## src/rtl/image_stream_src.sv

```systemverilog
// Frame-based pixel source: reads one image line at a time from a pixel memory and streams it
// out on an AXI-stream master, pacing lines with credits granted by downstream line requests.
module image_stream_src #(
   parameter int IMG_WIDTH     = 512,
   parameter int IMG_HEIGHT    = 512,
   parameter int PRELOAD_LINES = 4,
   parameter int ADDR_W        = 18
) (
   input  logic              axi_clk,
   input  logic              axi_rst,
   input  logic              i_start,
   input  logic              i_intr,
   output logic              o_mem_en,
   output logic [ADDR_W-1:0] o_mem_addr,
   input  logic [7:0]        i_mem_data,
   output logic              o_data_valid,
   output logic [7:0]        o_data,
   output logic              o_data_last,
   input  logic              i_data_ready,
   output logic              o_busy,
   output logic              o_done
);

   localparam int COL_W = (IMG_WIDTH > 1) ? $clog2(IMG_WIDTH) : 1;
   localparam int REQ_W = $clog2(IMG_WIDTH + 1);
   localparam int ROW_W = (IMG_HEIGHT > 1) ? $clog2(IMG_HEIGHT) : 1;
   // Line 0 is started by the start pulse itself, so it spends one of the preloaded credits.
   localparam logic [3:0] PRELOAD_CRED = (PRELOAD_LINES >= 16) ? 4'd15 :
                                         (PRELOAD_LINES > 0)   ? 4'(PRELOAD_LINES - 1) : 4'd0;

   typedef enum logic [1:0] {IDLE, LINE, WAIT_CREDIT, DONE} state_t;

   state_t           state;
   state_t           state_next;
   logic [3:0]       credits;
   logic [ROW_W-1:0] row;
   logic [COL_W-1:0] col;
   logic [REQ_W-1:0] req_col;
   logic             rd_pending;
   logic [1:0]       fifo_count;
   logic [7:0]       fifo_head;
   logic [7:0]       fifo_tail;
   logic             pop;
   logic             push;
   logic             last_hs;
   logic             last_row;
   logic             enter_line;
   logic             credit_avail;
   logic [2:0]       occupancy;

   assign o_data_valid = (fifo_count != 2'd0);
   assign o_data       = fifo_head;
   assign o_data_last  = o_data_valid && (col == COL_W'(IMG_WIDTH - 1));
   assign pop          = o_data_valid && i_data_ready;
   assign push         = rd_pending;
   assign last_hs      = pop && (col == COL_W'(IMG_WIDTH - 1));
   assign last_row     = (row == ROW_W'(IMG_HEIGHT - 1));
   assign occupancy    = 3'(fifo_count) + 3'(rd_pending);
   assign o_busy       = (state == LINE) || (state == WAIT_CREDIT);
   assign o_done       = (state == DONE);

   // A slot freed by this cycle's handshake may be refilled at once, which keeps full rate.
   assign o_mem_en   = (state == LINE) && (req_col < REQ_W'(IMG_WIDTH)) &&
                       ((occupancy < 3'd2) || (pop && (occupancy == 3'd2)));
   assign o_mem_addr = ADDR_W'(row) * ADDR_W'(IMG_WIDTH) + ADDR_W'(req_col);

   always_comb begin
      state_next   = state;
      enter_line   = 1'b0;
      credit_avail = (credits != 4'd0) || i_intr;
      case (state)
         IDLE: begin
            if (i_start) begin
               state_next = LINE;
               enter_line = 1'b1;
            end
         end
         LINE: begin
            if (last_hs) begin
               if (last_row) begin
                  state_next = DONE;
               end else if (credit_avail) begin
                  state_next = LINE;
                  enter_line = 1'b1;
               end else begin
                  state_next = WAIT_CREDIT;
               end
            end
         end
         WAIT_CREDIT: begin
            if (credits != 4'd0) begin
               state_next = LINE;
               enter_line = 1'b1;
            end
         end
         DONE:    state_next = IDLE;
         default: state_next = IDLE;
      endcase
   end

   always_ff @(posedge axi_clk or posedge axi_rst) begin
      if (axi_rst) state <= IDLE;
      else         state <= state_next;
   end

   // A request arriving in the same cycle a line starts pays for that line, leaving credits unchanged.
   always_ff @(posedge axi_clk or posedge axi_rst) begin
      if (axi_rst) begin
         credits <= 4'd0;
      end else if (state == IDLE) begin
         if (i_start) credits <= PRELOAD_CRED;
      end else if (state != DONE) begin
         if (i_intr && !enter_line) begin
            if (credits != 4'hF) credits <= credits + 4'd1;
         end else if (!i_intr && enter_line) begin
            credits <= credits - 4'd1;
         end
      end
   end

   always_ff @(posedge axi_clk or posedge axi_rst) begin
      if (axi_rst) begin
         row     <= '0;
         col     <= '0;
         req_col <= '0;
      end else if ((state == IDLE) && i_start) begin
         row     <= '0;
         col     <= '0;
         req_col <= '0;
      end else begin
         if (o_mem_en) req_col <= req_col + 1'b1;
         if (pop) begin
            if (col == COL_W'(IMG_WIDTH - 1)) begin
               col     <= '0;
               req_col <= '0;
               if (!last_row) row <= row + 1'b1;
            end else begin
               col <= col + 1'b1;
            end
         end
      end
   end

   // Two-entry output FIFO; a read still in flight at reset is dropped with rd_pending.
   always_ff @(posedge axi_clk or posedge axi_rst) begin
      if (axi_rst) begin
         rd_pending <= 1'b0;
         fifo_count <= 2'd0;
         fifo_head  <= 8'd0;
         fifo_tail  <= 8'd0;
      end else begin
         rd_pending <= o_mem_en;
         case ({push, pop})
            2'b10: begin
               if (fifo_count == 2'd0) fifo_head <= i_mem_data;
               else                    fifo_tail <= i_mem_data;
               fifo_count <= fifo_count + 2'd1;
            end
            2'b01: begin
               fifo_head  <= fifo_tail;
               fifo_count <= fifo_count - 2'd1;
            end
            2'b11: begin
               if (fifo_count == 2'd1) begin
                  fifo_head <= i_mem_data;
               end else begin
                  fifo_head <= fifo_tail;
                  fifo_tail <= i_mem_data;
               end
            end
            default: ;
         endcase
      end
   end

endmodule

```

## config.mk

```make
export PLATFORM = sky130hd
export DESIGN_NAME = image_stream_src
export DESIGN_NICKNAME = d
export VERILOG_FILES = /design/src/rtl/image_stream_src.sv
export SDC_FILE = /design/constraint.sdc
export NUM_CORES = 1
export LEC_CHECK = 0
export BUFFER_PORTS_ARGS = -buffer_cell sky130_fd_sc_hd__buf_4
export CAP_MARGIN = 20
export CORE_ASPECT_RATIO = 2
export CORE_MARGIN = 4
export CORE_UTILIZATION = 45
export DETAILED_ROUTE_END_ITERATION = 7
export GPL_TIMING_DRIVEN = 0
export PLACE_DENSITY = 0.65
export SYNTH_ARGS = -nofsm -noshare
export SYNTH_HDL_FRONTEND = slang
export SYNTH_SLANG_ARGS = --single-unit
```

## constraint.sdc

```tcl
create_clock -name axi_clk -period 9.05 [get_ports axi_clk]
set_clock_uncertainty 0.2 [all_clocks]
set_input_delay 1.81 -clock axi_clk [delete_from_list [all_inputs] [get_ports axi_clk]]
set_output_delay 1.81 -clock axi_clk [all_outputs]
set_load 0.02 [all_outputs]
```

==> implementation parameters, run 1 <==
Parameter                              Value

Logic synthesis
  Area share of the largest cell type after synthesis    42.9%
  Most instantiated library cell after synthesis    sky130_fd_sc_hd__dfrtp_1
  Cell type contributing the most total cell area after synthesis    sky130_fd_sc_hd__dfrtp_1
  Number of different library cells in the post-synthesis netlist    46
  Ranking of synthesized cells by area    sky130_fd_sc_hd__dfrtp_1 43%, sky130_fd_sc_hd__ha_1 8.5%, sky130_fd_sc_hd__nand2_1 4.0%
  Number of enable flip-flop cells after synthesis    0
  Portion of the post-synthesis area used by sequential elements    42.9%
  Top cell types by occurrence after synthesis    53 x sky130_fd_sc_hd__dfrtp_1, 33 x sky130_fd_sc_hd__nand2_1, 33 x sky130_fd_sc_hd__nor2_1, 23 x sky130_fd_sc_hd__o21ai_0, 21 x sky130_fd_sc_hd__ha_1
  Ys Warns    0
  Cell count after synthesis    324
  Async set-reset flop share out of synthesis    100%
  Netlist Area Pre-Place    3090 sq um
  Synthesis-stage register bit count    53
  Mean Syn Cell Area    9.53 sq um
  Most frequently used flop master after synthesis    sky130_fd_sc_hd__dfrtp_1
  Net count after synthesis    358

Clock network
  Total clock buffers created by CTS    5
  Count of cells resized by post-cts repair    0
  Maximum clock insertion buffer count    2
  Clk_lat worst skew    300 ps
  Quantity of hold-fixing buffers added after cts    0
  Number of H-tree levels    2
  Root buffer cell    sky130_fd_sc_hd__clkbuf_16
  Clock Sink Count    53
  TritonCTS clock tree    built
  Setup fix buffers added after clock tree synthesis    0
  Clock-pin slew reported for the worst setup and hold paths after clock tree synthesis    70 ps

Detailed routing
  Met3 routed WL    205 microns
  M1 wire length    2430 microns
  Drt initial violations    88
  WL met2    3760 microns
  Number of detailed-route iterations in the first pass    4
  Wirelength, routed    6570 microns
  Top metal layer carrying routed signals    met4
  Via total after detailed routing    2467
  Avg Vias per Cell    5.33
  Per-cell routed wire length    14.2 microns
  Residual antenna-violating net count after detailed routing    0
  DRC    0

Setup path
  Family of cells with the greatest summed delay on the critical path    compound AO/OA/AOI/OAI gates
  Slowest cell on the critical path    sky130_fd_sc_hd__a31oi_1
  Series of cell instances along the critical path    buf_4 -> nor2b_1 -> a31oi_1 -> nor2_1 -> buf_4
  Worst endpoint required time    7040 ps
  Buf/Inv on CP    2
  Startpoint type of the worst setup path    input pin
  Most common cell type on the critical path    sky130_fd_sc_hd__buf_4
  Crit path capture type    output pin
  Worst path max stage delay    470 ps
  Critical Path AT    2950 ps
  Highest net fanout along the worst path    7
  WS Path Type    input pin to output pin

STA
  Setup ws final    4090 ps
  Final Setup Violations    0
  Sum Neg Setup Slack    0 ps
  Setup repair after global routing missed its margin    false
  Max Slew Vio Count    0
  Clock period minus worst slack    4960 ps
  Worst rel slew slack    37.6%
  Worst hold margin    281 ps
  Period utilization    54.8%
  Hold Violations, Final    0
  Slew at the pin closest to its max-slew limit    926 ps
  Fmax achieved    202 MHz

Layout
  Layout cells sized above 1    21.9%
  Final instance area    3680 sq um
  Number of filler instances in the final layout    634
  Final core utilization    55.2%
  Final #Nets    408
  Layout Area Growth over Synthesis    19.2%
  N_diodes    0

Floorplan
  Total Die Area    8330 sq um
  Width of the die    66.6 microns
  Core Rows    42
  Area of the placeable core    6670 sq um
  Top-level port count    44
  Chip height    125 microns
  Effective utilization at floorplan    46.3%

Placed design
  Final weighted congestion in routability-driven placement    0.811
  Placed wire-length estimate    5010 microns
  Quantity of I/O buffers inserted on ports    42
  Post-place setup slack    4090 ps
  Placed Area    3530 sq um

GRT
  Initial antenna violation count    0
  Maximum number of pins on one net before global-route repair    42
  Vias in the first global route    2372
  GR Util All Layers    16.6%
  Wire length of the first global-routing pass    10800 microns
  Residual overflow from global routing    0

Power and ir drop
  Standby leakage power    1.75 nW
  Peak ir drop on the vdd network    0.000124 V
  Power density over the cells    280 nW/um^2

Job
  Reported max-cap violation count    0

Outcome
  Status    finished clean

Hold path
  Hold Crit Class    flop to flop
## cells by family after synthesis
family | after synthesis | synth area share (%)
multiplexers | 11 | 3.89
AND/OR/NAND/NOR | 112 | 17.7
flip-flops | 53 | 42.9
AO/OA/AOI/OAI | 69 | 14.6
adder cells (fa/ha/maj) | 21 | 8.51
XOR/XNOR | 24 | 6.81
buffers and inverters | 34 | 5.55
## path summary, 6_finish.rpt
check                             startpoint    endpoint  slack [ps]  cells past startpoint
worst max-delay path            i_data_ready    o_mem_en        4090                      5
worst min-delay path               o_data[4]   o_data[4]         280                      2
worst max register to register        col[0]  credits[3]        5540                     14
worst min register to register     o_data[4]   o_data[4]         280                      2
max in group asynchronous            axi_rst      col[8]        6880                      3
min in group asynchronous            axi_rst      row[1]        1260                      2
## routing by layer
layer  track usage [%]  vias to the layer above
met5                 0                        -
met3              3.32                       12
li1                  -                     1229
met1              16.2                     1184
met4              7.54                        0
met2              31.4                       42
## stage by stage
stage          std cells  power (mW)
2_1_floorplan        324       0.708
3_3_place_gp         454       0.827
3_5_place_dp         455       0.845
4_1_cts              463        1.04
5_1_grt              463        1.11
6_report             463        1.03
## report_power, final
| part | switching, mW | internal (mW) |
|---|---|---|
| clock | 0.0901 | 0.103 |
| combinational | 0.239 | 0.213 |
| sequential | 0.0671 | 0.317 |
| total | 0.396 | 0.633 |
## flip-flops by register name, indices dropped and copies added (netlist names)
register and count:
col 9, credits 4, fifo_count 2, fifo_tail 8, o_data 8, push 1, req_col 10, row 9
state 2
## area by class of cell
| type | count | area (sq um) | share of cell area (%) |
|---|---|---|---|
| Timing Repair Buffer | 43 | 335 | 9.11 |
| Sequential cell | 53 | 1330 | 36.0 |
| Clock inverter | 3 | 22.5 | 0.612 |
| Buffer | 22 | 126 | 3.43 |
| Clock buffer | 5 | 125 | 3.40 |
| Tap cell | 88 | 110 | 2.99 |
| Multi-Input combinational cell | 237 | 1590 | 43.2 |
| Inverter | 12 | 45.0 | 1.22 |
## cell usage in the layout, fill, tap and decap left out, types with 11 or more instances in the layout
cell type,synthesis,final
sky130_fd_sc_hd__dfrtp_1,53,53
sky130_fd_sc_hd__xnor2_1,11,11
sky130_fd_sc_hd__ha_1,21,21
sky130_fd_sc_hd__a21oi_1,18,18
sky130_fd_sc_hd__buf_4,9,51
sky130_fd_sc_hd__nand2_1,33,33
sky130_fd_sc_hd__nor2_1,33,33
sky130_fd_sc_hd__inv_1,12,11
sky130_fd_sc_hd__o21ai_0,23,23
sky130_fd_sc_hd__xor2_1,13,13
sky130_fd_sc_hd__a22oi_1,11,11
## worst reg2reg max path: stages, from the launching register on
cell	delay (ps)
sky130_fd_sc_hd__dfrtp_1	430
sky130_fd_sc_hd__ha_1	260
sky130_fd_sc_hd__nand3_1	120
sky130_fd_sc_hd__nor2_1	70
sky130_fd_sc_hd__and3_1	180
sky130_fd_sc_hd__ha_1	240
sky130_fd_sc_hd__and4bb_2	280
sky130_fd_sc_hd__a221oi_4	360
sky130_fd_sc_hd__o21ai_0	210
sky130_fd_sc_hd__ha_1	360
sky130_fd_sc_hd__o21ai_0	90
sky130_fd_sc_hd__nand3b_1	110
sky130_fd_sc_hd__a21o_1	170
sky130_fd_sc_hd__and3_1	180
sky130_fd_sc_hd__o22a_1	170
Note: power is estimated with default switching activity, not from simulation.
==> inputs of run 2 (changes only) <==
Settings changed: ABC_AREA from default to 1.
Clock period 9.05 ns to 4.7 ns, I/O delays scaled along.
==> implementation parameters, run 2 <==
Parameter                              Value

Layout
  Top register by number of flip-flops    req_col
  Layout Area Growth over Synthesis    18.8%
  Largest register FFs    10 (unchanged)
  Final #Nets    467 (+14%)
  Final instance area    3760 sq um (+2.1%)
  Most frequent cells in the layout    54 x sky130_fd_sc_hd__inv_1, 53 x sky130_fd_sc_hd__dfrtp_1, 52 x sky130_fd_sc_hd__buf_4, 45 x sky130_fd_sc_hd__nand2_1, 38 x sky130_fd_sc_hd__nor2_1
  Largest regs    req_col: 10 flops, col: 9 flops, row: 9 flops
  Non-Filler Instances    524 (+13%)
  Layout cells sized above 1    22.4% (+0.48 points)
  Most common cell after layout, fill and taps aside    sky130_fd_sc_hd__inv_1
  N_diodes    0 (unchanged)

Clock network
  Clk_lat worst skew    290 ps (about the same)
  Root buffer cell    sky130_fd_sc_hd__clkbuf_16
  Quantity of hold-fixing buffers added after cts    0 (unchanged)
  Total clock buffers created by CTS    5 (unchanged)
  Count of cells resized by post-cts repair    0 (unchanged)
  Number of H-tree levels    2 (unchanged)
  Clock-pin slew reported for the worst setup and hold paths after clock tree synthesis    70 ps (about the same)
  Clock Sink Count    53 (unchanged)
  Setup fix buffers added after clock tree synthesis    0 (unchanged)
  Maximum clock insertion buffer count    2 (unchanged)
  TritonCTS clock tree    built

Floorplan
  Total Die Area    8520 sq um (+2.3%)
  Chip height    127 microns (+1.2%)
  Area of the placeable core    6890 sq um (+3.2%)
  Core Rows    43 (+2.4%)
  Width of the die    67.3 microns (+1.1%)
  Top-level port count    44 (unchanged)
  Effective utilization at floorplan    46.0% (-0.30 points)

Power and ir drop
  Standby leakage power    1.89 nW (+8.3%)
  Peak ir drop on the vdd network    0.000402 V (+220%)
  Power density over the cells    556 nW/um^2 (+99%)

STA
  Final Setup Violations    0 (unchanged)
  Clock period minus worst slack    3190 ps
  Slew at the pin closest to its max-slew limit    672 ps (-253 ps)
  Setup repair after global routing missed its margin    false
  Fmax achieved    313 MHz
  Period utilization    67.9%
  Hold Violations, Final    0 (unchanged)
  Max Slew Vio Count    0 (unchanged)
  Worst rel slew slack    55.1% (+17 points)
  Worst hold margin    285 ps (+3.99 ps)
  Sum Neg Setup Slack    0 ps (unchanged)

Setup path
  Critical Path End    o_data_last
  Most common cell type on the critical path    sky130_fd_sc_hd__ha_1
  Critical Path AT    2050 ps (-900 ps)
  Start point of the critical path    col[0]
  R2R cell count    20 (+6)
  WS Path Type    flop to output pin
  Crit path capture type    output pin
  Worst R2R Start    col[0]
  Register-to-register setup slack    1650 ps (-3890 ps)
  Series of cell instances along the critical path    ha_1 -> nand2_1 -> nor2_1 -> nand3_1 -> nor3_1 -> ha_1 -> inv_2 -> nor2_4 -> buf_4
  Worst endpoint required time    3560 ps (-3480 ps)
  Worst path max stage delay    430 ps (-40 ps)
  Startpoint type of the worst setup path    flop
  Highest net fanout along the worst path    5 (-2)
  Slowest cell on the critical path    sky130_fd_sc_hd__dfrtp_1
  FF-to-FF End    credits[2]

Logic synthesis
  Synthesis-stage register bit count    53 (unchanged)
  Net count after synthesis    416 (+16%)
  Cell count after synthesis    382 (+18%)
  Area share of the largest cell type after synthesis    41.9% (-1.1 points)
  Ranking of synthesized cells by area    sky130_fd_sc_hd__dfrtp_1 42%, sky130_fd_sc_hd__ha_1 8.3%, sky130_fd_sc_hd__inv_1 6.5%
  Cell type contributing the most total cell area after synthesis    sky130_fd_sc_hd__dfrtp_1
  Number of different library cells in the post-synthesis netlist    37 (-20%)
  Netlist Area Pre-Place    3170 sq um (+2.5%)
  Most instantiated library cell after synthesis    sky130_fd_sc_hd__inv_1
  Most frequently used flop master after synthesis    sky130_fd_sc_hd__dfrtp_1
  Portion of the post-synthesis area used by sequential elements    41.9% (-1.1 points)
  Async set-reset flop share out of synthesis    100% (unchanged)
  Ys Warns    0 (unchanged)
  Mean Syn Cell Area    8.29 sq um (-13%)
  Top cell types by occurrence after synthesis    55 x sky130_fd_sc_hd__inv_1, 53 x sky130_fd_sc_hd__dfrtp_1, 45 x sky130_fd_sc_hd__nand2_1, 38 x sky130_fd_sc_hd__nor2_1, 30 x sky130_fd_sc_hd__o21ai_0
  Number of enable flip-flop cells after synthesis    0 (unchanged)

Detailed routing
  Residual antenna-violating net count after detailed routing    0 (unchanged)
  Per-cell routed wire length    13.2 microns (-6.9%)
  Via total after detailed routing    2675 (+8.4%)
  DRC    0 (unchanged)
  Wirelength, routed    6920 microns (+5.3%)
  Avg Vias per Cell    5.10 (-4.2%)
  Number of detailed-route iterations in the first pass    5 (+1)
  Drt initial violations    107 (+22%)

GRT
  Wire length of the first global-routing pass    11900 microns (+10%)
  Vias in the first global route    2689 (+13%)
  Maximum number of pins on one net before global-route repair    31 (-26%)
  Residual overflow from global routing    0 (unchanged)
  Initial antenna violation count    0 (unchanged)
  GR Util All Layers    18.0% (+1.4 points)

Placed design
  Quantity of I/O buffers inserted on ports    43 (+2.4%)
  Placed wire-length estimate    5420 microns (+8.2%)
  Final weighted congestion in routability-driven placement    0.819 (+0.96%)
  Placed Area    3620 sq um (+2.5%)
  Post-placement cell count    516 (+13%)

Hold path
  Hold Crit Class    flop to flop

Job
  Reported max-cap violation count    0 (unchanged)

Outcome
  Status    finished clean
## run 2: through the flow
| stage | util [%] | setup WS, ps | power (mW) |
|---|---|---|---|
| 3_5_place_dp | 52.6 | 1660 | 1.75 |
| 5_1_grt | 54.6 | 1320 | 2.27 |
| 3_3_place_gp | 52.3 | 1480 | 1.72 |
| 2_1_floorplan | - | 2070 | 1.44 |
| 4_1_cts | 54.6 | 1490 | 2.12 |
| 6_report | 54.6 | 1510 | 2.09 |
## run 2: final cells by class
cell class	count	area [sq um]
Fill cell	675	3130
Multi-Input combinational cell	255	1530
Sequential cell	53	1330
Timing Repair Buffer	44	343
Inverter	61	229
Clock buffer	6	129
Tap cell	90	113
Buffer	13	85.1
Clock inverter	2	10.0
## run 2: worst max-delay path: cells and delay by family (launching register included)
family / cells / cell delay, ps
adder cells (fa/ha/maj): 2 / 480
flip-flops: 1 / 430
buffers and inverters: 2 / 210
AND/OR/NAND/NOR: 5 / 650
## run 2: cells by family after synthesis
| family | after synthesis | synth area share [%] |
|---|---|---|
| fa+ha+maj | 21 | 8.30 |
| buf+inv | 74 | 9.92 |
| compound gates | 73 | 13.2 |
| xor+xnor | 14 | 3.87 |
| simple gates | 147 | 22.8 |
| flops | 53 | 41.9 |
## run 2: worst min path at each step
stage | from | end | slack [ps] | cells past startpoint
finish | fifo_tail[3] | fifo_tail[3] | 280 | 2
global route | fifo_tail[5] | fifo_tail[5] | 320 | 2
CTS | fifo_tail[3] | fifo_tail[3] | 280 | 2
detailed placement | fifo_tail[6] | fifo_tail[6] | 270 | 2
global placement | fifo_tail[7] | fifo_tail[7] | 260 | 2
floorplan | fifo_tail[0] | fifo_tail[0] | 250 | 2
## run 2: routing by layer
metal,share of wire [%],global-route usage [%]
met1,37,18.8
met3,3.4,2.92
met4,2.4,7.89
met5,0,0
met2,57,33.5
## run 2: power by group
part	switching (mW)	total (mW)	leakage, nW	internal, mW
sequential	0.126	0.729	0.677	0.603
combinational	0.598	1.00	1.15	0.405
clock	0.161	0.357	0.0706	0.196
total	0.885	2.09	1.89	1.20
